<file path="config.mk">
export PLATFORM = sky130hd
export DESIGN_NAME = player_state_packer
export DESIGN_NICKNAME = d
export VERILOG_FILES = /design/src/rtl/player_state_packer.sv
export SDC_FILE = /design/constraint.sdc
export NUM_CORES = 1
export LEC_CHECK = 0
export CAP_MARGIN = 20
export CELL_PAD_IN_SITES_DETAIL_PLACEMENT = 1
export CELL_PAD_IN_SITES_GLOBAL_PLACEMENT = 1
export CORE_ASPECT_RATIO = 1.4
export CORE_MARGIN = 2
export CORE_UTILIZATION = 41
export CTS_BUF_LIST = sky130_fd_sc_hd__clkbuf_16
export DETAILED_ROUTE_END_ITERATION = 6
export MAX_ROUTING_LAYER = met4
export PLACE_DENSITY_LB_ADDON = 0.1
export SYNTH_ARGS = -nofsm -noshare
export SYNTH_HDL_FRONTEND = slang
export SYNTH_SLANG_ARGS = --single-unit
</file>
<file path="constraint.sdc">
create_clock -name clk_in -period 4.9 [get_ports clk_in]
set_input_delay 0.735 -clock clk_in [delete_from_list [all_inputs] [get_ports clk_in]]
set_output_delay 0.735 -clock clk_in [all_outputs]
set_load 0.01 [all_outputs]
</file>
<file path="src/rtl/player_state_packer.sv">
// ---------------------------------------------------------------------------
// player_state_packer
//
// Once per frame, at a fixed raster position, takes a snapshot of every
// player channel (x, y, heading, status) and streams it out as one 45-bit
// record per channel over a valid/ready/last handshake. The snapshot is
// copied into a shadow bank, so input changes while sending do not leak into
// records that are already queued. Triggers that arrive while a snapshot is
// still in flight are dropped and counted.
//
// Record layout: {seq[7:0], id[2:0], x[10:0], y[10:0], dir[8:0], stat[2:0]}
//
// Parameters:
//   N_PLAYERS  number of player channels (1..8)
//   SNAP_H     hcount value that triggers a snapshot
//   SNAP_V     vcount value that triggers a snapshot
//
// Ports:
//   clk_in       pixel clock, rising edge
//   rst_n_in     synchronous active-low reset
//   hcount_in    current pixel on the line
//   vcount_in    current line
//   player_x_in  packed x positions, channel k at [11k+10:11k]
//   player_y_in  packed y positions, same packing
//   dir_in       packed headings (0..359), channel k at [9k+8:9k]
//   stat_in      packed status, channel k at [3k+2:3k]
//   tready_in    downstream ready
//   tvalid_out   record valid
//   tdata_out    record payload
//   tlast_out    marks the record for channel N_PLAYERS-1
//   busy_out     high while a snapshot is loading or sending
//   overrun_out  dropped-trigger count, saturating at 255
//
// Build option:
//   PACKER_CHANGE_ONLY_EN  when defined, a snapshot identical to the last
//                          one sent is discarded in LOAD (no records, seq
//                          unchanged); the first snapshot after reset is
//                          always sent.
// ---------------------------------------------------------------------------
module player_state_packer #(
  parameter int N_PLAYERS = 2,
  parameter int SNAP_H    = 1250,
  parameter int SNAP_V    = 850
) (
  input  logic                     clk_in,
  input  logic                     rst_n_in,
  input  logic [10:0]              hcount_in,
  input  logic [9:0]               vcount_in,
  input  logic [11*N_PLAYERS-1:0]  player_x_in,
  input  logic [11*N_PLAYERS-1:0]  player_y_in,
  input  logic [9*N_PLAYERS-1:0]   dir_in,
  input  logic [3*N_PLAYERS-1:0]   stat_in,
  input  logic                     tready_in,
  output logic                     tvalid_out,
  output logic [44:0]              tdata_out,
  output logic                     tlast_out,
  output logic                     busy_out,
  output logic [7:0]               overrun_out
);

  localparam int IDX_W = (N_PLAYERS > 1) ? $clog2(N_PLAYERS) : 1;
  localparam logic [IDX_W-1:0] LAST_IDX = IDX_W'(N_PLAYERS - 1);

  typedef enum logic [1:0] {
    IDLE = 2'd0,
    LOAD = 2'd1,
    SEND = 2'd2
  } state_t;

  state_t           state;
  logic             trig;
  logic [IDX_W-1:0] idx;
  logic [IDX_W-1:0] idx_next;
  logic [7:0]       seq;
  logic             handshake;
  logic             skip_load;

  logic [10:0] in_x    [N_PLAYERS];
  logic [10:0] in_y    [N_PLAYERS];
  logic [8:0]  in_dir  [N_PLAYERS];
  logic [2:0]  in_stat [N_PLAYERS];

  logic [10:0] sh_x    [N_PLAYERS];
  logic [10:0] sh_y    [N_PLAYERS];
  logic [8:0]  sh_dir  [N_PLAYERS];
  logic [2:0]  sh_stat [N_PLAYERS];

  // Unpack the flat input buses into per-channel fields.
  genvar g;
  generate
    for (g = 0; g < N_PLAYERS; g++) begin : g_unpack
      assign in_x[g]    = player_x_in[11*g +: 11];
      assign in_y[g]    = player_y_in[11*g +: 11];
      assign in_dir[g]  = dir_in[9*g +: 9];
      assign in_stat[g] = stat_in[3*g +: 3];
    end
  endgenerate

  function automatic logic [44:0] pack_record(
    input logic [7:0]  s,
    input logic [2:0]  id,
    input logic [10:0] x,
    input logic [10:0] y,
    input logic [8:0]  d,
    input logic [2:0]  st
  );
    return {s, id, x, y, d, st};
  endfunction

  assign handshake = tvalid_out & tready_in;
  assign idx_next  = idx + IDX_W'(1);
  assign busy_out  = (state != IDLE);

  // One-cycle strobe, registered so the raster compare is off the FSM path.
  always_ff @(posedge clk_in) begin
    if (!rst_n_in) begin
      trig <= 1'b0;
    end else begin
      trig <= (hcount_in == 11'(SNAP_H)) && (vcount_in == 10'(SNAP_V));
    end
  end

  // Any trigger seen outside IDLE is dropped; this includes the cycle of the
  // final handshake, since the FSM is still in SEND then.
  always_ff @(posedge clk_in) begin
    if (!rst_n_in) begin
      overrun_out <= 8'd0;
    end else if (trig && (state != IDLE) && (overrun_out != 8'hFF)) begin
      overrun_out <= overrun_out + 8'd1;
    end
  end

`ifdef PACKER_CHANGE_ONLY_EN
  logic        have_sent;
  logic        same;
  logic [10:0] sent_x    [N_PLAYERS];
  logic [10:0] sent_y    [N_PLAYERS];
  logic [8:0]  sent_dir  [N_PLAYERS];
  logic [2:0]  sent_stat [N_PLAYERS];

  always_comb begin
    same = 1'b1;
    for (int k = 0; k < N_PLAYERS; k++) begin
      if ((in_x[k] != sent_x[k]) || (in_y[k] != sent_y[k]) ||
          (in_dir[k] != sent_dir[k]) || (in_stat[k] != sent_stat[k])) begin
        same = 1'b0;
      end
    end
  end

  // have_sent forces the first snapshot after reset out even if it matches
  // the cleared reference bank.
  assign skip_load = have_sent & same;

  // Reference bank: the last snapshot that actually produced records.
  always_ff @(posedge clk_in) begin
    if (!rst_n_in) begin
      have_sent <= 1'b0;
      for (int k = 0; k < N_PLAYERS; k++) begin
        sent_x[k]    <= '0;
        sent_y[k]    <= '0;
        sent_dir[k]  <= '0;
        sent_stat[k] <= '0;
      end
    end else if ((state == LOAD) && !skip_load) begin
      have_sent <= 1'b1;
      for (int k = 0; k < N_PLAYERS; k++) begin
        sent_x[k]    <= in_x[k];
        sent_y[k]    <= in_y[k];
        sent_dir[k]  <= in_dir[k];
        sent_stat[k] <= in_stat[k];
      end
    end
  end
`else
  assign skip_load = 1'b0;
`endif

  // Main FSM. Outputs are registered: LOAD builds record 0 straight from the
  // inputs (the same values going into the shadow bank) so tvalid is up in
  // the first SEND cycle; each later record is built from the shadow bank on
  // the handshake of the previous one, which keeps tdata stable while
  // tready is low.
  always_ff @(posedge clk_in) begin
    if (!rst_n_in) begin
      state      <= IDLE;
      idx        <= '0;
      seq        <= 8'd0;
      tvalid_out <= 1'b0;
      tlast_out  <= 1'b0;
      tdata_out  <= '0;
      for (int k = 0; k < N_PLAYERS; k++) begin
        sh_x[k]    <= '0;
        sh_y[k]    <= '0;
        sh_dir[k]  <= '0;
        sh_stat[k] <= '0;
      end
    end else begin
      case (state)
        IDLE: begin
          if (trig) begin
            state <= LOAD;
          end
        end

        LOAD: begin
          for (int k = 0; k < N_PLAYERS; k++) begin
            sh_x[k]    <= in_x[k];
            sh_y[k]    <= in_y[k];
            sh_dir[k]  <= in_dir[k];
            sh_stat[k] <= in_stat[k];
          end
          if (skip_load) begin
            state <= IDLE;
          end else begin
            state      <= SEND;
            idx        <= '0;
            tvalid_out <= 1'b1;
            tlast_out  <= (LAST_IDX == '0);
            tdata_out  <= pack_record(seq, 3'd0, in_x[0], in_y[0],
                                      in_dir[0], in_stat[0]);
          end
        end

        SEND: begin
          if (handshake) begin
            if (tlast_out) begin
              state      <= IDLE;
              tvalid_out <= 1'b0;
              tlast_out  <= 1'b0;
              seq        <= seq + 8'd1;
            end else begin
              idx       <= idx_next;
              tlast_out <= (idx_next == LAST_IDX);
              tdata_out <= pack_record(seq, 3'(idx_next), sh_x[idx_next],
                                       sh_y[idx_next], sh_dir[idx_next],
                                       sh_stat[idx_next]);
            end
          end
        end

        default: begin
          state <= IDLE;
        end
      endcase
    end
  end

endmodule

</file>
==> results of run 1 <==
## worst min-delay path by stage
stage                         end  slack (ns)  depth (start not counted)
global route        tdata_out[42]        0.49                          2
CTS                 tdata_out[44]        0.47                          2
floorplan                state[0]        0.44                          2
finish              tdata_out[42]        0.46                          2
detailed placement  tdata_out[44]        0.46                          2
global placement    tdata_out[42]        0.45                          2
## power by group through the flow
stage	clock (W)	combinational [W]	sequential, W
2_1_floorplan	0	0.0000365	0.00121
3_3_place_gp	0	0.000120	0.00121
3_5_place_dp	0	0.000123	0.00121
4_1_cts	0.00127	0.000124	0.00118
5_1_grt	0.00132	0.000132	0.00119
6_report	0.00124	0.000122	0.00118
## per-layer routing
| layer | up-vias | part of all wire, % | global-route usage [%] |
|---|---|---|---|
| met5 | - | 0 | - |
| li1 | 2328 | - | - |
| met1 | 2423 | 41 | 24.7 |
| met2 | 128 | 53 | 38.8 |
| met4 | 0 | 1.5 | 6.97 |
| met3 | 24 | 4.0 | 5.15 |
## flip-flops by register name, summed over array words and instances (netlist names)
register,cells
overrun_out,8
seq,8
sh_dir,18
sh_stat,6
sh_x,22
sh_y,22
state,2
tdata_out,43
tlast_out,1
trig,1
tvalid_out,1
## logic make-up after synthesis
| group | Yosys count |
|---|---|
| compound gates | 167 |
| fa+ha+maj | 2 |
| buf+inv | 64 |
| flops | 132 |
| mux | 15 |
| other cells | 1 |
| simple gates | 178 |
## through the flow
step           cells  util [%]
6_report         876      56.4
4_1_cts          876      56.4
2_1_floorplan    560         -
5_1_grt          876      56.4
3_5_place_dp     844      52.5
3_3_place_gp     842      52.2
## layout by cell type, fill, tap and decap left out, drive strengths merged, types with 15 or more instances in the layout
master	n
a211oi	37
and2	68
clkbuf	17
clkdlybuf4s50	144
dfxtp	64
edfxtp	68
mux2i	15
nand2	31
nor2b	35
o2111ai	35
o21ai	41
o31ai	35
## worst reg2reg max path: stages, from the launching register on
cell      delay (ns)
dfxtp_1         0.53
nand2b_2        0.81
o21a_2          0.95
o31ai_1         0.23
## final cells by class
type / count / share of cell area, %
clock buffers: 17 / 5.24
clock inverters: 15 / 1.83
inverters: 8 / 0.370
well taps: 189 / 2.91
multi-input cells: 364 / 30.0
repair buffers: 151 / 18.7
flip-flops and latches: 132 / 41.0
==> impl_metrics.tcl, run 1 <==
set metrics [dict create \
    finalMaxSlewViolations 0 \
    synth_seq_area_share_pct 55.4 \
    critPathMaxStageDelay_ns 0.94 \
    setup_viol 0 \
    num_vias 4903 \
    fill_cells 1518 \
    synth_ff_type "edfxtp_1" \
    gr-total-overflow 0 \
    grt_start_max_net_pins 102 \
    postRouteAntennaNets 0 \
    skew_ns 0.00767 \
    syn_to_final_growth_pct 35.3 \
    muxShareOfSynthArea_pct 2.50 \
    cts_resized 0 \
    yosysTopAreaCellShare_pct 34.0 \
    hp-start "tdata_out[42]" \
    fin_area_sq_mm 0.00812 \
    fmax_ghz 0.371 \
    rr_worst_depth 3 \
    power_frac_comb_pct 4.8 \
    synth_cell_types 46 \
    critPathBufInv 0 \
    p_clk_share_pct 48.8 \
    multi_input_area_sq_mm 0.00244 \
    drt_pass1_iterations 4 \
    cp-start-kind "flop" \
    rsz0062_at_grt "no" \
    wirelength_microns 16500 \
    placed_area_sq_mm 0.00754 \
    relSlewSlack_pct 31.6 \
    synth_compound_area_share_pct 19.8 \
    vdd_drop_max_uv 211 \
    avgRoutedWirePerCell_microns 18.8 \
    p_leak_nw 2.80 \
    drc_errors 0 \
    swShare_pct 20.1 \
    power.internal_w 0.00204 \
    clk_pin_slew_ns 0.06 \
    dieArea_sq_mm 0.0156 \
    yosys.area_share.simple_pct 17.5 \
    cts_hold_buf 0 \
    avgSynthCellArea_sq_um 10.7 \
    netlist_area_sq_mm 0.00600 \
    path_cells "nand2b_2 > o21a_2 > o31ai_1" \
    fin_nets 768 \
    synthCells 559 \
    cp.required_ns 5.14 \
    postCtsSetupBuffers 0 \
    start_util_pct 41.7 \
    die_h_microns 147 \
    status "finished clean" \
    grt_antenna_before_repair 0 \
    setup.worst_path.class "reg2reg" \
    cts_buffers 17 \
    cp_top_family "compound AO/OA/AOI/OAI gates" \
    synth.top_cells.by_count "and2_1 (68), edfxtp_1 (68), dfxtp_1 (64)" \
    fin_crit_sh_pct 55.0 \
    crit_start "state[1]" \
    num_antenna_cells 0 \
    cp_num_cells 3 \
    worst_hold_path_type "reg2reg" \
    root_buffer "clkbuf_16" \
    register_area_sq_mm 0.00332 \
    io_buffers 145 \
    fp.dieW_microns 106 \
    synth_area_leaders "edfxtp_1 (34%), dfxtp_1 (21%), and2_1 (7.1%)" \
    final-hold-violation-count 0 \
    crit_end "tdata_out[32]" \
    cts_tree "built" \
    first_iter_violations 239 \
    ys_seq_elements 132 \
    place_ws_ns 1.91 \
    gp_congestion 0.781 \
    clock_path_buffers 2 \
    synth_xor_area_share_pct 0 \
    ys_warn_count 0 \
    synth_top_family_by_area "compound AO/OA/AOI/OAI gates" \
    reg2reg_slack_ns 2.21 \
    drive_above_1_share_pct 6.11 \
    synth_top_cell_by_area "edfxtp_1" \
    crit-reg2reg-launch "state[1]" \
    arrival_ns 2.94 \
    hpwl_microns 10400 \
    core.rowCount 52 \
    synth-edff-count 68 \
    worst_slack_ns 2.21 \
    fin_setup_tns_ns 0 \
    tightest_slew_ns 1.03 \
    p_sw_w 0.000514 \
    ios 148 \
    grt_pass1_wl_microns 26400 \
    fin_crit_ns 2.69 \
    critPathCaptureType "flop" \
    postSynth.asyncResetShare_pct 0 \
    seq_power_share_pct 46.4 \
    clock_latency_ns 0.41 \
    core_area_sq_mm 0.0144 \
    drv_cap 0 \
    hold_ws_ns 0.462 \
    synthAdderAreaFrac_pct 0.417 \
    via_per_inst 5.60 \
    cts.sinks 132 \
    first_global_vias 5235 \
    powerDensity_mw_per_mm2 314 \
    crit_slowest_cell "o21a_2" \
    worstReg2RegEnd "tdata_out[32]" \
    grt.total_usage_pct 22.1 \
    crit_fanout 42 \
    htreeDepth 4 \
    finalPower_w 0.00255 \
]
Note: power is estimated with default switching activity, not from simulation.
==> run 2: changes to the inputs <==
- CORE_UTILIZATION: 41 -> 38
- clock period: 4.9 -> 2.6 ns (I/O delays scaled with it)
==> impl_metrics.tcl, run 2 (same netlist as run 1, synthesis figures left out) <==
set metrics [dict create \
    skew_ns 0.0108 \
    io_buffers 145 \
    crit_slowest_cell "dfxtp_1" \
    arrival_ns 1.75 \
    placed_area_sq_mm 0.00760 \
    cp-start-kind "flop" \
    num_vias 4901 \
    final_common_cell "clkdlybuf4s50_1" \
    postRouteAntennaNets 0 \
    drt_pass1_iterations 6 \
    final_cell_mix "clkdlybuf4s50_1 (144), and2_1 (68), edfxtp_1 (68)" \
    p_leak_nw 2.83 \
    cp.required_ns 2.21 \
    hp-start "tdata_out[38]" \
    postCtsSetupBuffers 0 \
    first_global_vias 5192 \
    fp.dieW_microns 110 \
    drc_errors 0 \
    rsz0062_at_grt "no" \
    fin_crit_sh_pct 82.3 \
    cts_resized 0 \
    fill_cells 1662 \
    largest_reg_flops 43 \
    cts.sinks 132 \
    fin_setup_tns_ns 0 \
    fin_area_sq_mm 0.00821 \
    num_antenna_cells 0 \
    vdd_drop_max_uv 410 \
    crit_fanout 10 \
    crit-reg2reg-launch "state[1]" \
    relSlewSlack_pct 27.9 \
    cts_buffers 17 \
    path_cells "inv_1 > nand2_1 > clkdlybuf4s50_1" \
    finalMaxSlewViolations 0 \
    tightest_slew_ns 1.08 \
    regMostFlops "tdata_out" \
    clk_pin_slew_ns 0.06 \
    clock_latency_ns 0.41 \
    grt_start_max_net_pins 102 \
    die_h_microns 153 \
    core_area_sq_mm 0.0155 \
    cts_tree "built" \
    fin_nets 773 \
    start_util_pct 38.6 \
    gp_congestion 0.776 \
    critPathMaxStageDelay_ns 0.56 \
    clock_path_buffers 2 \
    via_per_inst 5.52 \
    powerDensity_mw_per_mm2 594 \
    crit_start "state[1]" \
    setup_viol 0 \
    holdPathStages 2 \
    fin_crit_ns 2.14 \
    root_buffer "clkbuf_16" \
    syn_to_final_growth_pct 36.9 \
    hpwl_microns 10500 \
    cts_hold_buf 0 \
    grt.total_usage_pct 20.8 \
    rr_worst_depth 3 \
    ios 148 \
    final-hold-violation-count 0 \
    first_iter_violations 169 \
    grt_antenna_before_repair 0 \
    worst_hold_path_type "reg2reg" \
    dieArea_sq_mm 0.0168 \
    gr-total-overflow 0 \
    reg_top3 "tdata_out: 43 flops, sh_x: 22 flops, sh_y: 22 flops" \
    htreeDepth 4 \
    drv_cap 0 \
    core.rowCount 54 \
    fmax_ghz 0.467 \
    critPathCaptureType "output port" \
    avgRoutedWirePerCell_microns 18.8 \
    reg2reg_slack_ns 0.52 \
    status "finished clean" \
    setup.worst_path.class "reg2out" \
    grt_pass1_wl_microns 26300 \
    drive_above_1_share_pct 6.94 \
    wirelength_microns 16700 \
]
[run 2: area by class of cell]
class,instances,area (sq um),area share [%]
clock buffer,17,425,5.18
clock inverter,15,165,2.01
inverter,8,30.0,0.366
sequential,132,3320,40.5
tap,196,245,2.99
multi-input combinational,364,2440,29.7
timing repair buffer,156,1580,19.3
[run 2: per-stage QoR]
stage / setup WS [ns] / utilization [%] / total power (W) / cells / hold slack [ns]
2_1_floorplan: 0.297 / - / 0.00234 / 560 / 0.435
3_5_place_dp: 0.339 / 48.9 / 0.00252 / 855 / 0.453
3_3_place_gp: 0.404 / 48.9 / 0.00251 / 855 / 0.453
6_report: 0.459 / 52.9 / 0.00488 / 888 / 0.456
5_1_grt: 0.373 / 52.9 / 0.00502 / 888 / 0.479
4_1_cts: 0.441 / 52.7 / 0.00492 / 887 / 0.461
[run 2: path summary, 6_finish.rpt]
kind	end
hold / removal	tdata_out[38]
setup reg to reg	tdata_out[22]
hold reg to reg	tdata_out[38]
setup / recovery	busy_out
[run 2: power by group]
part	leakage, nW	internal, W	switching [W]
combinational	1.33	0.000147	0.0000957
sequential	1.22	0.00222	0.00000943
clock	0.287	0.00150	0.000913
total	2.83	0.00386	0.00102
[run 2: routing by layer]
metal / share of wire [%] / vias up / track usage [%]
met5: 0 / - / -
met4: 1.3 / 0 / 5.71
met3: 4.7 / 22 / 4.15
met2: 53 / 122 / 36.6
met1: 41 / 2421 / 23.7
li1: - / 2336 / -
[run 2: critical path, delay by kind of cell, from the launching register on]
family                 cells  cell delay, ns
and+or+nand+nor            1            0.13
DFF                        1            0.56
buffers and inverters      2            0.66
==> run 3: changes to the inputs <==
- CORE_UTILIZATION: 38 -> 34
- clock period: 2.6 -> 1.8 ns (I/O delays scaled with it)
==> impl_metrics.tcl, run 3 (same netlist as run 1, synthesis figures left out) <==
set metrics [dict create \
    final-hold-violation-count 0 \
    cts_buffers 17 \
    regMostFlops "tdata_out" \
    tightest_slew_ns 0.582 \
    powerDensity_mw_per_mm2 854 \
    final_common_cell "clkdlybuf4s50_1" \
    ios 148 \
    rsz0062_at_grt "no" \
    syn_to_final_growth_pct 39.9 \
    fp.dieW_microns 116 \
    htreeDepth 4 \
    crit_slowest_cell "clkdlybuf4s50_1" \
    use_met2_pct 32.4 \
    cp_top_family "buffers and inverters" \
    largest_reg_flops 43 \
    finalMaxSlewViolations 0 \
    io_buffers 145 \
    num_vias 4958 \
    fill_cells 1870 \
    root_buffer "clkbuf_16" \
    fin_area_sq_mm 0.00840 \
    drv_cap 0 \
    skew_ns 0.00820 \
    placed_area_sq_mm 0.00778 \
    arrival_ns 1.43 \
    num_antenna_cells 0 \
    rr_worst_depth 4 \
    postRouteAntennaNets 0 \
    grt_antenna_before_repair 0 \
    cts.sinks 132 \
    grt_start_max_net_pins 69 \
    grt_pass1_wl_microns 26500 \
    fin_crit_sh_pct 94.3 \
    cp_num_cells 1 \
    crit_fanout 7 \
    core.rowCount 57 \
    vdd_drop_max_uv 553 \
    path_cells "clkdlybuf4s50_1" \
    grtUsageMet3_pct 3.68 \
    first_global_vias 5137 \
    grt.total_usage_pct 18.8 \
    fmax_ghz 0.589 \
    drive_above_1_share_pct 8.81 \
    critPathMaxStageDelay_ns 0.58 \
    drc_errors 0 \
    first_iter_violations 176 \
    relSlewSlack_pct 61.2 \
    worst_hold_path_type "in2reg" \
    die_h_microns 161 \
    critPathBufInv 1 \
    drt_pass1_iterations 4 \
    multi_input_area_sq_mm 0.00245 \
    clock_latency_ns 0.42 \
    crit-reg2reg-launch "state[0]" \
    clk_pin_slew_ns 0.06 \
    status "finished clean" \
    cts_tree "built" \
    setup_viol 0 \
    hpwl_microns 11200 \
    critPathCaptureType "output port" \
    crit_end "overrun_out[5]" \
    p_leak_nw 2.90 \
    worstReg2RegEnd "tdata_out[29]" \
    wirelength_microns 16800 \
    grtUsageMet1_pct 20.9 \
    cts_hold_buf 0 \
    dieArea_sq_mm 0.0187 \
    start_util_pct 34.6 \
    cp.required_ns 1.53 \
    gp_congestion 0.800 \
    final_util_pct 48.5 \
    fin_nets 785 \
    cp-start-kind "flop" \
    gr-total-overflow 0 \
    register_area_sq_mm 0.00333 \
    avgRoutedWirePerCell_microns 17.9 \
    reg2reg_slack_ns 0.23 \
    final_cell_mix "clkdlybuf4s50_1 (143), and2_1 (68), edfxtp_1 (68)" \
    core_area_sq_mm 0.0173 \
    via_per_inst 5.27 \
    fin_crit_ns 1.70 \
    top_usage_layer "met2" \
    clock_path_buffers 2 \
    crit_start "overrun_out[5]" \
    setup.worst_path.class "reg2out" \
    reg_top3 "tdata_out: 43 flops, sh_x: 22 flops, sh_y: 22 flops" \
]
-- run 3: changes by cell type in the layout (fill, tap and decap cells not counted), sizes merged --
cell / previous run / this run
buf: 12 / 24
clkinv: 7 / 6
bufinv: 3 / 4
clkdlybuf4s50: 144 / 143
clkinvlp: 2 / 4
dlygate4sd2: 0 / 1
inv: 11 / 9
-- run 3: how the worst min path moves through the flow --
stage | cells after the start | end | start | slack, ns
finish | 3 | tdata_out[32] | rst_n_in | 0.25
global route | 3 | tdata_out[32] | rst_n_in | 0.27
CTS | 3 | tdata_out[32] | rst_n_in | 0.23
detailed placement | 2 | tdata_out[44] | tdata_out[44] | 0.46
global placement | 2 | tdata_out[44] | tdata_out[44] | 0.45
floorplan | 1 | trig | hcount_in[9] | 0.35
-- run 3: layer usage --
metal / share of wire [%] / routed length (microns) / vias to the layer above
met2: 53 / 8930 / 131
met5: 0 / 0 / -
met4: 2.6 / 442 / 0
li1: - / - / 2362
met1: 40 / 6750 / 2431
met3: 4.1 / 683 / 34
-- run 3: power by group --
part	leakage, nW	switching (W)	internal, W
registers	1.22	0.0000130	0.00320
logic	1.40	0.000137	0.000215
clock network	0.285	0.00131	0.00230
total	2.90	0.00146	0.00572
-- run 3: layout make-up --
class	instances	area share (%)
multi-input cells	364	29.1
inverters	8	0.358
repair buffers	168	20.0
flip-flops and latches	132	39.7
clock buffers	17	5.07
well taps	236	3.52
clock inverters	15	2.24
-- run 3: repair_timing --
| action | in CTS | in global routing |
|---|---|---|
| buffers inserted | 0 | 0 |
| gates resized for setup | 4 | 0 |
| endpoints found under the setup margin | 1 | 0 |
-- run 3: metrics by stage --
| step | hold WS (ns) | setup WS (ns) | power [W] | setup TNS (ns) | instances |
|---|---|---|---|---|---|
| after floorplan | 0.346 | 0.155 | 0.00338 | 0 | 560 |
| after global placement | 0.447 | 0.0174 | 0.00363 | 0 | 908 |
| after detailed placement | 0.456 | -0.00382 | 0.00364 | -0.00382 | 908 |
| after CTS | 0.230 | 0.0861 | 0.00724 | 0 | 940 |
| after global routing | 0.271 | 0.0227 | 0.00739 | 0 | 940 |
| final | 0.248 | 0.103 | 0.00717 | 0 | 940 |
